## src/rtl/pe_pkg.sv

```systemverilog
// rtl/pe_pkg.sv - shared PE column constants, mode encodings and controller states
package pe_pkg;

    localparam int DATA_W = 32;

    // Mode bus driven to every PE in a column
    localparam logic [1:0] DENDEN = 2'b00;
    localparam logic [1:0] SPADEN = 2'b01;
    localparam logic [1:0] SHIFT  = 2'b10;
    localparam logic [1:0] WAIT   = 2'b11;

    // Column controller sequence; SHIFT prefixed to avoid clashing with the mode constant
    typedef enum logic [2:0] {
        ST_IDLE,
        ST_CLEAR,
        ST_COMPUTE,
        ST_SHIFT,
        ST_DRAIN,
        ST_DONE
    } col_state_t;

endpackage

```

## src/rtl/pe_col_drain_if.sv

```systemverilog
// rtl/pe_col_drain_if.sv - result stream leaving the bottom of a PE column
interface pe_col_drain_if;
    import pe_pkg::*;

    logic              out_valid;
    logic              out_ready;
    logic [DATA_W-1:0] out_data;
    logic              out_last;

    modport master (
        output out_valid,
        output out_data,
        output out_last,
        input  out_ready
    );

    modport slave (
        input  out_valid,
        input  out_data,
        input  out_last,
        output out_ready
    );

endinterface

```

## src/rtl/pe_col_drain_fifo.sv

```systemverilog
// rtl/pe_col_drain_fifo.sv - synchronous result FIFO carrying a last tag per entry
module drain_fifo #(
    parameter int DEPTH = 4,
    parameter int WIDTH = 32,
    localparam int CW = $clog2(DEPTH + 1)
) (
    input  logic             clock,
    input  logic             reset,
    input  logic             push,
    input  logic [WIDTH-1:0] push_data,
    input  logic             push_last,
    input  logic             pop,
    output logic [WIDTH-1:0] head_data,
    output logic             head_last,
    output logic             empty,
    output logic [CW-1:0]    count
);

    localparam int AW = (DEPTH > 1) ? $clog2(DEPTH) : 1;

    logic [WIDTH-1:0] data_mem [DEPTH];
    logic [DEPTH-1:0] last_mem;
    logic [AW-1:0]    rd_ptr;
    logic [AW-1:0]    wr_ptr;
    logic [CW-1:0]    cnt;
    logic             full;
    logic             do_push;
    logic             do_pop;

    assign empty   = (cnt == '0);
    assign full    = (cnt == CW'(DEPTH));
    assign do_pop  = pop && !empty;
    assign do_push = push && (!full || do_pop);
    assign count   = cnt;

    // Head is forced to zero when empty so flushed or stale entries never leak out
    assign head_data = empty ? '0 : data_mem[rd_ptr];
    assign head_last = !empty && last_mem[rd_ptr];

    function automatic logic [AW-1:0] ptr_next(input logic [AW-1:0] p);
        return (p == AW'(DEPTH - 1)) ? '0 : p + AW'(1);
    endfunction

    // Pointer and occupancy bookkeeping; reset flushes the queue
    always_ff @(posedge clock) begin
        if (reset) begin
            rd_ptr <= '0;
            wr_ptr <= '0;
            cnt    <= '0;
        end else begin
            if (do_push) begin
                wr_ptr <= ptr_next(wr_ptr);
            end
            if (do_pop) begin
                rd_ptr <= ptr_next(rd_ptr);
            end
            case ({do_push, do_pop})
                2'b10:   cnt <= cnt + CW'(1);
                2'b01:   cnt <= cnt - CW'(1);
                default: cnt <= cnt;
            endcase
        end
    end

    // Entry storage; contents are only visible through the occupancy-gated head
    always_ff @(posedge clock) begin
        if (do_push) begin
            data_mem[wr_ptr] <= push_data;
            last_mem[wr_ptr] <= push_last;
        end
    end

endmodule

```

## src/rtl/pe_col_drain.sv

```systemverilog
// rtl/pe_col_drain.sv - column sequencer and result collector under one systolic PE column
module pe_col_drain
    import pe_pkg::*;
#(
    parameter int ROWS = 4,
    parameter int KW   = 16
) (
    input  logic              clock,
    input  logic              reset,
    input  logic              start,
    input  logic [KW-1:0]     cfg_k,
    input  logic              cfg_sparse,
    output logic              pe_en,
    output logic [1:0]        pe_mode,
    output logic              pe_mode_nzet,
    output logic [DATA_W-1:0] top_cin,
    input  logic [DATA_W-1:0] col_c_in,
    pe_col_drain_if.master    res,
    output logic              busy,
    output logic              done
);

    // Holds the longest COMPUTE phase, (2^KW-1)+ROWS-1, without wrapping
    localparam int CW  = KW + $clog2(ROWS) + 1;
    localparam int FCW = $clog2(ROWS + 1);

    col_state_t     state_q;
    col_state_t     state_d;
    logic [CW-1:0]  cnt_q;
    logic [CW-1:0]  cnt_d;
    logic [KW-1:0]  k_q;
    logic [KW-1:0]  k_d;
    logic           sparse_q;
    logic           sparse_d;
    logic [CW-1:0]  compute_last;

    logic           push;
    logic           push_last;
    logic           pop;
    logic           fifo_empty;
    logic [FCW-1:0] fifo_count;

    // Final COMPUTE cycle index: k + ROWS - 1 cycles counted from zero
    assign compute_last = CW'(k_q) + CW'(ROWS - 1) - CW'(1);

    assign top_cin = '0;
    assign pop     = res.out_valid && res.out_ready;

    // State, phase counter and latched tile configuration
    always_ff @(posedge clock) begin
        if (reset) begin
            state_q  <= ST_IDLE;
            cnt_q    <= '0;
            k_q      <= '0;
            sparse_q <= 1'b0;
        end else begin
            state_q  <= state_d;
            cnt_q    <= cnt_d;
            k_q      <= k_d;
            sparse_q <= sparse_d;
        end
    end

    // Next-state sequencing and Moore decode of PE controls, FIFO push and status
    always_comb begin
        state_d      = state_q;
        cnt_d        = '0;
        k_d          = k_q;
        sparse_d     = sparse_q;
        push         = 1'b0;
        push_last    = 1'b0;
        pe_en        = 1'b0;
        pe_mode      = WAIT;
        pe_mode_nzet = 1'b0;
        busy         = 1'b1;
        done         = 1'b0;

        case (state_q)
            ST_IDLE: begin
                busy = 1'b0;
                if (start) begin
                    k_d      = cfg_k;
                    sparse_d = cfg_sparse;
                    state_d  = ST_CLEAR;
                end
            end

            // pe_en low for one edge zeroes every PE register in the column
            ST_CLEAR: begin
                state_d = (k_q == '0) ? ST_SHIFT : ST_COMPUTE;
            end

            ST_COMPUTE: begin
                pe_en        = 1'b1;
                pe_mode      = sparse_q ? SPADEN : DENDEN;
                pe_mode_nzet = sparse_q;
                cnt_d        = cnt_q + CW'(1);
                if (cnt_q == compute_last) begin
                    cnt_d   = '0;
                    state_d = ST_SHIFT;
                end
            end

            // Each edge captures the bottom PE while the column shifts down;
            // the final capture is row 0 and closes the tile
            ST_SHIFT: begin
                pe_en     = 1'b1;
                pe_mode   = SHIFT;
                push      = 1'b1;
                push_last = (cnt_q == CW'(ROWS - 1));
                cnt_d     = cnt_q + CW'(1);
                if (push_last) begin
                    cnt_d   = '0;
                    state_d = ST_DRAIN;
                end
            end

            // Leave as the final entry is accepted so done follows the last pop directly
            ST_DRAIN: begin
                if (fifo_empty || (fifo_count == FCW'(1) && pop)) begin
                    state_d = ST_DONE;
                end
            end

            ST_DONE: begin
                done    = 1'b1;
                state_d = ST_IDLE;
            end

            default: begin
                state_d = ST_IDLE;
            end
        endcase
    end

    drain_fifo #(
        .DEPTH (ROWS),
        .WIDTH (DATA_W)
    ) u_fifo (
        .clock     (clock),
        .reset     (reset),
        .push      (push),
        .push_data (col_c_in),
        .push_last (push_last),
        .pop       (pop),
        .head_data (res.out_data),
        .head_last (res.out_last),
        .empty     (fifo_empty),
        .count     (fifo_count)
    );

    assign res.out_valid = !fifo_empty;

endmodule

```

## src/flat_wrapper.sv

```systemverilog
// flat-port wrapper written by rule: the top's interface ports become plain ports
module pe_col_drain_flat import pe_pkg::*;
#(
    parameter int ROWS = 4,
    parameter int KW   = 16
)
  (clock, reset, start, cfg_k, cfg_sparse, pe_en, pe_mode, pe_mode_nzet, top_cin, col_c_in, busy, done, res_out_valid, res_out_data, res_out_last, res_out_ready);
  pe_col_drain_if res_i ();
  input  logic clock;
  input  logic reset;
  input  logic start;
  input  logic [KW-1:0] cfg_k;
  input  logic cfg_sparse;
  output logic pe_en;
  output logic [1:0] pe_mode;
  output logic pe_mode_nzet;
  output logic [DATA_W-1:0] top_cin;
  input  logic [DATA_W-1:0] col_c_in;
  output logic busy;
  output logic done;
  output wire logic [$bits(res_i.out_valid)-1:0] res_out_valid;
  output wire logic [$bits(res_i.out_data)-1:0] res_out_data;
  output wire logic [$bits(res_i.out_last)-1:0] res_out_last;
  input wire logic [$bits(res_i.out_ready)-1:0] res_out_ready;
  assign res_out_valid = res_i.out_valid;
  assign res_out_data = res_i.out_data;
  assign res_out_last = res_i.out_last;
  assign res_i.out_ready = res_out_ready;
  pe_col_drain #(.ROWS(ROWS), .KW(KW)) u_core (.clock(clock), .reset(reset), .start(start), .cfg_k(cfg_k), .cfg_sparse(cfg_sparse), .pe_en(pe_en), .pe_mode(pe_mode), .pe_mode_nzet(pe_mode_nzet), .top_cin(top_cin), .col_c_in(col_c_in), .res(res_i), .busy(busy), .done(done));
endmodule
```

## config.mk

```make
export PLATFORM = sky130hd
export DESIGN_NAME = pe_col_drain_flat
export DESIGN_NICKNAME = d
export VERILOG_FILES = /design/src/rtl/pe_pkg.sv /design/src/rtl/pe_col_drain_if.sv /design/src/rtl/pe_col_drain_fifo.sv /design/src/rtl/pe_col_drain.sv /design/src/flat_wrapper.sv
export SDC_FILE = /design/constraint.sdc
export NUM_CORES = 1
export LEC_CHECK = 0
export BUFFER_PORTS_ARGS = -buffer_cell sky130_fd_sc_hd__buf_2
export CAP_MARGIN = 25
export CELL_PAD_IN_SITES_DETAIL_PLACEMENT = 1
export CELL_PAD_IN_SITES_GLOBAL_PLACEMENT = 1
export CORE_UTILIZATION = 47
export DETAILED_ROUTE_END_ITERATION = 10
export PLACE_DENSITY_LB_ADDON = 0.1
export SYNTH_ARGS = -nofsm -noshare
export SYNTH_HDL_FRONTEND = slang
export SYNTH_SLANG_ARGS = --single-unit
export TNS_END_PERCENT = 100
```

## constraint.sdc

```tcl
create_clock -name clock -period 4.6 [get_ports clock]
set_input_delay 0.46 -clock clock [delete_from_list [all_inputs] [get_ports clock]]
set_output_delay 0.46 -clock clock [all_outputs]
set_load 0.03 [all_outputs]
```

; Yosys cells after proc, flatten, opt, wreduce, memory -nomap -nowiden
; Memory sizes are Yosys's and may differ from the RTL's. A register that Yosys moved wholly into a read port is not among the register bits.
; Cells that the tools add are included.
[classes]
add_sub_neg = 7
order_cmp = 3
eq_ne = 17
muxes = 30
reduce_logical = 17
[ops]
columns = operator, n
row1 = 19-bit two-way mux, 2
row2 = 19-bit case mux with 2 select lines, 1
row3 = 32-bit two-way mux, 1
row4 = "19-bit by 1-bit adder with 19-bit output, second input constant", 1
row5 = 19-bit equality test, 1
row6 = "19-bit by 2-bit equality test with 1-bit output, second input constant", 1
row7 = "19-bit by 1-bit subtractor with 19-bit output, second input constant", 1
row8 = "16-bit by 2-bit adder with 17-bit output, second input constant", 1
row9 = 16-bit logical NOT, 1
row10 = 3-bit case mux with 5 select lines, 1
row11 = 1-bit two-way mux, 12
row12 = 3-bit two-way mux, 4
row13 = "3-bit equality test, second input constant", 3
row14 = 2-bit two-way mux, 4
row15 = "2-bit equality test, second input constant", 3
row16 = "3-bit by 1-bit equality test with 1-bit output, second input constant", 2
row17 = "3-bit by 2-bit equality test with 1-bit output, second input constant", 2
row18 = 1-bit logical AND, 6
row19 = 3-bit logical NOT, 2
row20 = "2-bit by 3-bit < comparator with 1-bit output, second input constant", 2
row21 = "2-bit by 1-bit != test with 1-bit output, second input constant", 3
row22 = 3-bit case mux with 2 select lines, 1
row23 = "2-bit by 1-bit adder with 2-bit output, second input constant", 2
row24 = 4-bit bitwise mux, 1
row25 = other kinds (14), 16
[word_totals]
reg_bits = 50
ramBits = 128
output_inout_bits = 72
n_memories = 1
[mem_list]
columns = memory, words, word_bits, rd, rd_clocked_by_memory_dff, wr, line
row1 = u_core.u_fifo.data_mem, 4, 32, 1, 1, 1, pe_col_drain_fifo.sv:21  ; logic [WIDTH-1:0] data_mem [DEPTH];

; Longest topological paths before layout
[logic_depth]
word_depth = 8
ltp_mapped = 15
depth_no_buf = 11

; Hierarchy
; From an unflattened synthesis, not the netlist that was laid out.
[unflattened]
hier_cells = 622
area_unflattened_um2 = 8124.0
[by_module_without_submodules]
columns = module, instances, cells_per_inst, area_each_um2, seq_area_each_um2
row1 = drain_fifo, 1, 271, 5539.1, 4144.0
row2 = pe_col_drain, 1, 351, 2585.0, 780.7

; Worst setup path before layout
; OpenSTA, ideal clock, no wires.
[synth_timing]
kind = reg-to-reg
from = reg u_core.k_q[0]
to = reg u_core.cnt_q[10]
arrival_time_ps = 3221
required_time_ps = 4526
path_slack_ps = 1306
stages_incl_launch_ff = 15
path_buffers = 3
cell_sequence = dfxtp_1 > buf_4 > inv_1 > ha_1 > nand3b_4 > nor4_1 > xor2_1 > a2111oi_4 > a31o_2 > a21oi_1 > or3_1 > a41o_1 > buf_6 > buf_6 > nor3_2
[synth_via]
elab_chain_cells = 5
[synth_rtl]
columns = element, line
row1 = start: declaration, pe_col_drain.sv:31  ; logic [KW-1:0] k_q;
row2 = start signal: assignment, pe_col_drain.sv:59  ; k_q <= k_d;
row3 = 16-bit by 2-bit adder with 17-bit output, pe_col_drain.sv:44  ; assign compute_last = CW'(k_q) + CW'(ROWS - 1) - CW'(1);
row4 = 19-bit by 1-bit subtractor with 19-bit output, pe_col_drain.sv:44
row5 = 19-bit equality test, pe_col_drain.sv:98  ; if (cnt_q == compute_last) begin
row6 = 19-bit two-way mux, pe_col_drain.sv:98
row7 = 19-bit case mux with 2 select lines, pe_col_drain.sv:78  ; case (state_q)
row8 = end signal: assignment, pe_col_drain.sv:58  ; cnt_q <= cnt_d;
row9 = end: declaration, pe_col_drain.sv:29  ; logic [CW-1:0] cnt_q;
; No other way between the ends.
; A chain may end at the register's enable or synchronous reset.

; Final worst setup path
[layout_timing]
from = reg u_core.k_q[0]
to = reg u_core.cnt_q[1]
; Same word-level chain as after synthesis.

==> flow_metrics.py <==
metrics = {
    "run_status": {
        "status": "finished clean",
    },
    "clock_network": {
        "clk_path_buf_depth": 2,
        "cts-resized-gates": 0,
        "cts-root-buf": "clkbuf_16",
        "clock_latency_ns": 0.43,
        "holdBufCountCts": 0,
        "cts_buffers": 17,
        "clock-sinks": 180,
        "path_clk_slew_ns": 0.07,
        "h-tree-depth": 4,
        "postCtsSetupRepairBufs": 0,
        "cts_tree": "built",
    },
    "place": {
        "place_ws_ns": 0.813,
        "port_buffers": 92,
        "dp_hpwl_um": 12800,
        "gp_congestion": 0.870,
    },
    "timing": {
        "slew_violations": 0,
        "rsz0062_at_grt": "no",
        "fmax_ghz": 0.263,
        "fin_crit_ns": 3.80,
        "setup_slack_ns": 0.796,
        "setup_viol": 0,
        "period_share": 0.827,
        "fin_skew_ns": 0.0120,
        "hold_viol": 0,
        "timing.slew.headroom": 0.338,
        "fin_tns_setup_ns": 0,
        "tightest_slew_ns": 0.993,
    },
    "min_path": {
        "hold_start": "col_c_in[8]",
        "whs_endpoint": "u_core.u_fifo.data_mem[1][8]",
        "worst_hold_path_type": "in2reg",
        "holdPathStages": 1,
    },
    "setup_path": {
        "r2r_start": "u_core.k_q[0]",
        "critPathKind": "reg2reg",
        "crit_fanout": 19,
        "crit_arrival_ns": 4.14,
        "crit_chain": "inv_1 > ha_1 > nand3b_4 > nor4_1 > xor2_1 > a2111oi_4 > a31o_2 > a21oi_1 > or3_1 > a41o_1 > buf_4 > nor3b_1",
        "critPathBufInv": 2,
        "worstSetupStartpointType": "flop",
        "max_stage_delay_ns": 0.52,
        "crit_required_ns": 4.93,
        "cp-end-kind": "flop",
        "rrSetupSlack_ns": 0.80,
        "r2r-end": "u_core.cnt_q[1]",
        "ff2ff_path_depth": 12,
        "crit_family": "simple AND/OR/NAND/NOR gates",
        "critPathSlowestCell": "dfxtp_1",
    },
    "detailed_routing": {
        "wl_um": 18700,
        "via_per_inst": 5.39,
        "antenna_left": 0,
        "route.detailed.drc": 0,
        "via_count": 5256,
        "wire_per_inst_um": 19.2,
        "drt_iter0_markers": 183,
        "dr.pass1.iters": 6,
    },
    "finish": {
        "area.sequential_um2": 4930,
        "final_layout_size_suffix_gt1_frac": 0.255,
        "nNetsFinal": 801,
        "multi_input_area_um2": 3350,
        "syn_to_final_growth_pct": 12.3,
        "n_fill_cell": 1845,
    },
    "global_route": {
        "grt_max_degree": 47,
        "grt_pass1_wl_um": 29600,
        "grt-ovfl-total": 0,
        "grt_pass1_vias": 5622,
        "antenna_found_initial": 0,
        "grt_use_total": 0.211,
    },
    "synthesis": {
        "yosysWarnings": 0,
        "ys_types": 65,
        "avgSynthCellArea_um2": 13.1,
        "synth_edf_count": 132,
        "yosysSeqAreaShare": 0.572,
        "syn_inst": 656,
        "async_flop_share": 0,
        "synth-seq-cells": 180,
        "yosys_most_used_dff": "edfxtp_1",
        "synth_area_um2": 8610,
    },
    "floorplanning": {
        "ioPinCount": 125,
        "dieWidth_um": 137,
        "die_y_um": 137,
        "dieArea_um2": 18900,
        "rows": 49,
        "start_util": 0.479,
        "core_um2": 18000,
    },
    "flow_run": {
        "cap_viol_max_count": 0,
    },
    "pwr": {
        "power_density_nw_per_um2": 460,
        "leakage_nw": 3.50,
        "ir_drop_mv": 0.295,
    },
}
## how the worst max path moves through the flow
stage	from	to	slack (ns)	depth (start not counted)
after global routing	u_core.k_q[0]	u_core.cnt_q[1]	0.45	12
after global placement	u_core.k_q[0]	u_core.cnt_q[1]	1.02	12
after floorplan	u_core.k_q[0]	u_core.cnt_q[10]	1.31	14
after detailed placement	u_core.k_q[0]	u_core.cnt_q[1]	0.81	12
final	u_core.k_q[0]	u_core.cnt_q[1]	0.80	12
after CTS	u_core.k_q[0]	u_core.cnt_q[1]	0.80	12
## cells by family after synthesis
group,synth area share
compound gates,0.0496
xor+xnor,0.0606
fa+ha+maj,0.0233
buf+inv,0.0532
flops,0.572
mux,0.0911
other cells,0.000436
simple gates,0.150
## cell usage after synthesis, types with 6 or more instances
cell	instances	area [um2]
a21oi_1	26	130
and2_1	40	250
and3_1	10	62.6
buf_1	7	26.3
buf_4	34	255
clkbuf_1	21	78.8
dfxtp_1	48	961
edfxtp_1	132	3960
ha_1	16	200
inv_1	12	45.0
mux4_2	33	743
nand2_1	52	195
nand3_1	31	155
nand4_1	6	37.5
nor2_1	20	75.1
nor3_1	14	70.1
nor3_2	10	100
nor4_1	11	68.8
or3_1	6	37.5
xnor2_1	30	263
xor2_1	27	236
## state kept, by name, summed over array words and instances, names as in the netlist, named ones only
| register | flops |
|---|---|
| u_core.state_q | 3 |
| u_core.sparse_q | 1 |
| u_core.cnt_q | 19 |
| u_core.u_fifo.data_mem | 128 |
| u_core.u_fifo.rd_ptr | 2 |
| u_core.u_fifo.wr_ptr | 2 |
| u_core.k_q | 16 |
| u_core.u_fifo.last_mem | 4 |
| u_core.u_fifo.count | 3 |
## cell type report
class | count | area share
clock buffers | 17 | 0.0440
diodes | 2 | 0.000518
flip-flops and latches | 180 | 0.510
clock inverters | 14 | 0.0148
inverters | 12 | 0.00466
multi-input cells | 425 | 0.346
well taps | 229 | 0.0296
repair buffers | 96 | 0.0507
## placed cells by master (no fill, tap or decap), types with 3 or more instances in the layout
cell       Yosys  layout
clkbuf_16      0      17
o21ai_0        5       5
nand2_1       52      52
nor4_1        11      11
nand2b_1       3       3
a31oi_1        3       3
and2_1        40      36
buf_2          5      92
conb_1         1      32
inv_1         12      12
clkinv_4       0       4
a21oi_1       26      26
inv_6          0       3
dfxtp_1       48      47
mux4_2        33      33
mux2i_1        3       3
edfxtp_1     132     132
xnor2_1       30      30
buf_4         34       4
nor3_1        14      14
xor2_1        27      27
ha_1          16      16
o211ai_1       4       4
nand3_1       31      31
and3_1        10      10
nor2_1        20      20
nand4b_1       3       3
and2_2         0       4
nand4_1        6       6
nor3_2        10      10
inv_8          0       3
or3_1          6       6
## where the power goes
part | internal [mW] | total, mW | switching [mW]
Combinational | 0.440 | 1.17 | 0.732
Clock | 0.716 | 1.38 | 0.665
Sequential | 1.79 | 1.89 | 0.0995
## stage by stage
| step | std cells | power, mW | instance area [um2] | utilization | hold slack [ns] |
|---|---|---|---|---|---|
| 5_1_grt | 973 | 4.66 | 9660 | 0.538 | 0.227 |
| 3_5_place_dp | 942 | 3.12 | 9090 | 0.506 | 0.455 |
| 2_1_floorplan | 687 | 2.81 | 8720 | - | 0.432 |
| 4_1_cts | 973 | 4.50 | 9660 | 0.538 | 0.220 |
| 3_3_place_gp | 942 | 3.09 | 9090 | 0.506 | 0.441 |
| 6_report | 975 | 4.44 | 9670 | 0.538 | 0.237 |
## worst reg2reg max path: cells and delay by family, from the launching register on
family / cells / cell delay (ns)
buffers and inverters: 2 / 0.34
DFF: 1 / 0.52
xor gates and xnor gates: 1 / 0.18
and+or+nand+nor: 4 / 1.41
adders and majority gates: 1 / 0.25
AOI/OAI and AO/OA: 4 / 1.01
## per-layer routing
| metal | global-route usage | wire length [um] | vias to the layer above | share of wire |
|---|---|---|---|---|
| li1 | - | - | 2504 | - |
| met2 | 0.387 | 9900 | 98 | 0.53 |
| met1 | 0.246 | 7910 | 2635 | 0.42 |
| met3 | 0.0390 | 643 | 19 | 0.034 |
| met5 | 0 | 0 | - | 0 |
| met4 | 0.0714 | 255 | 0 | 0.014 |
Power figures use the tool's default switching activity.
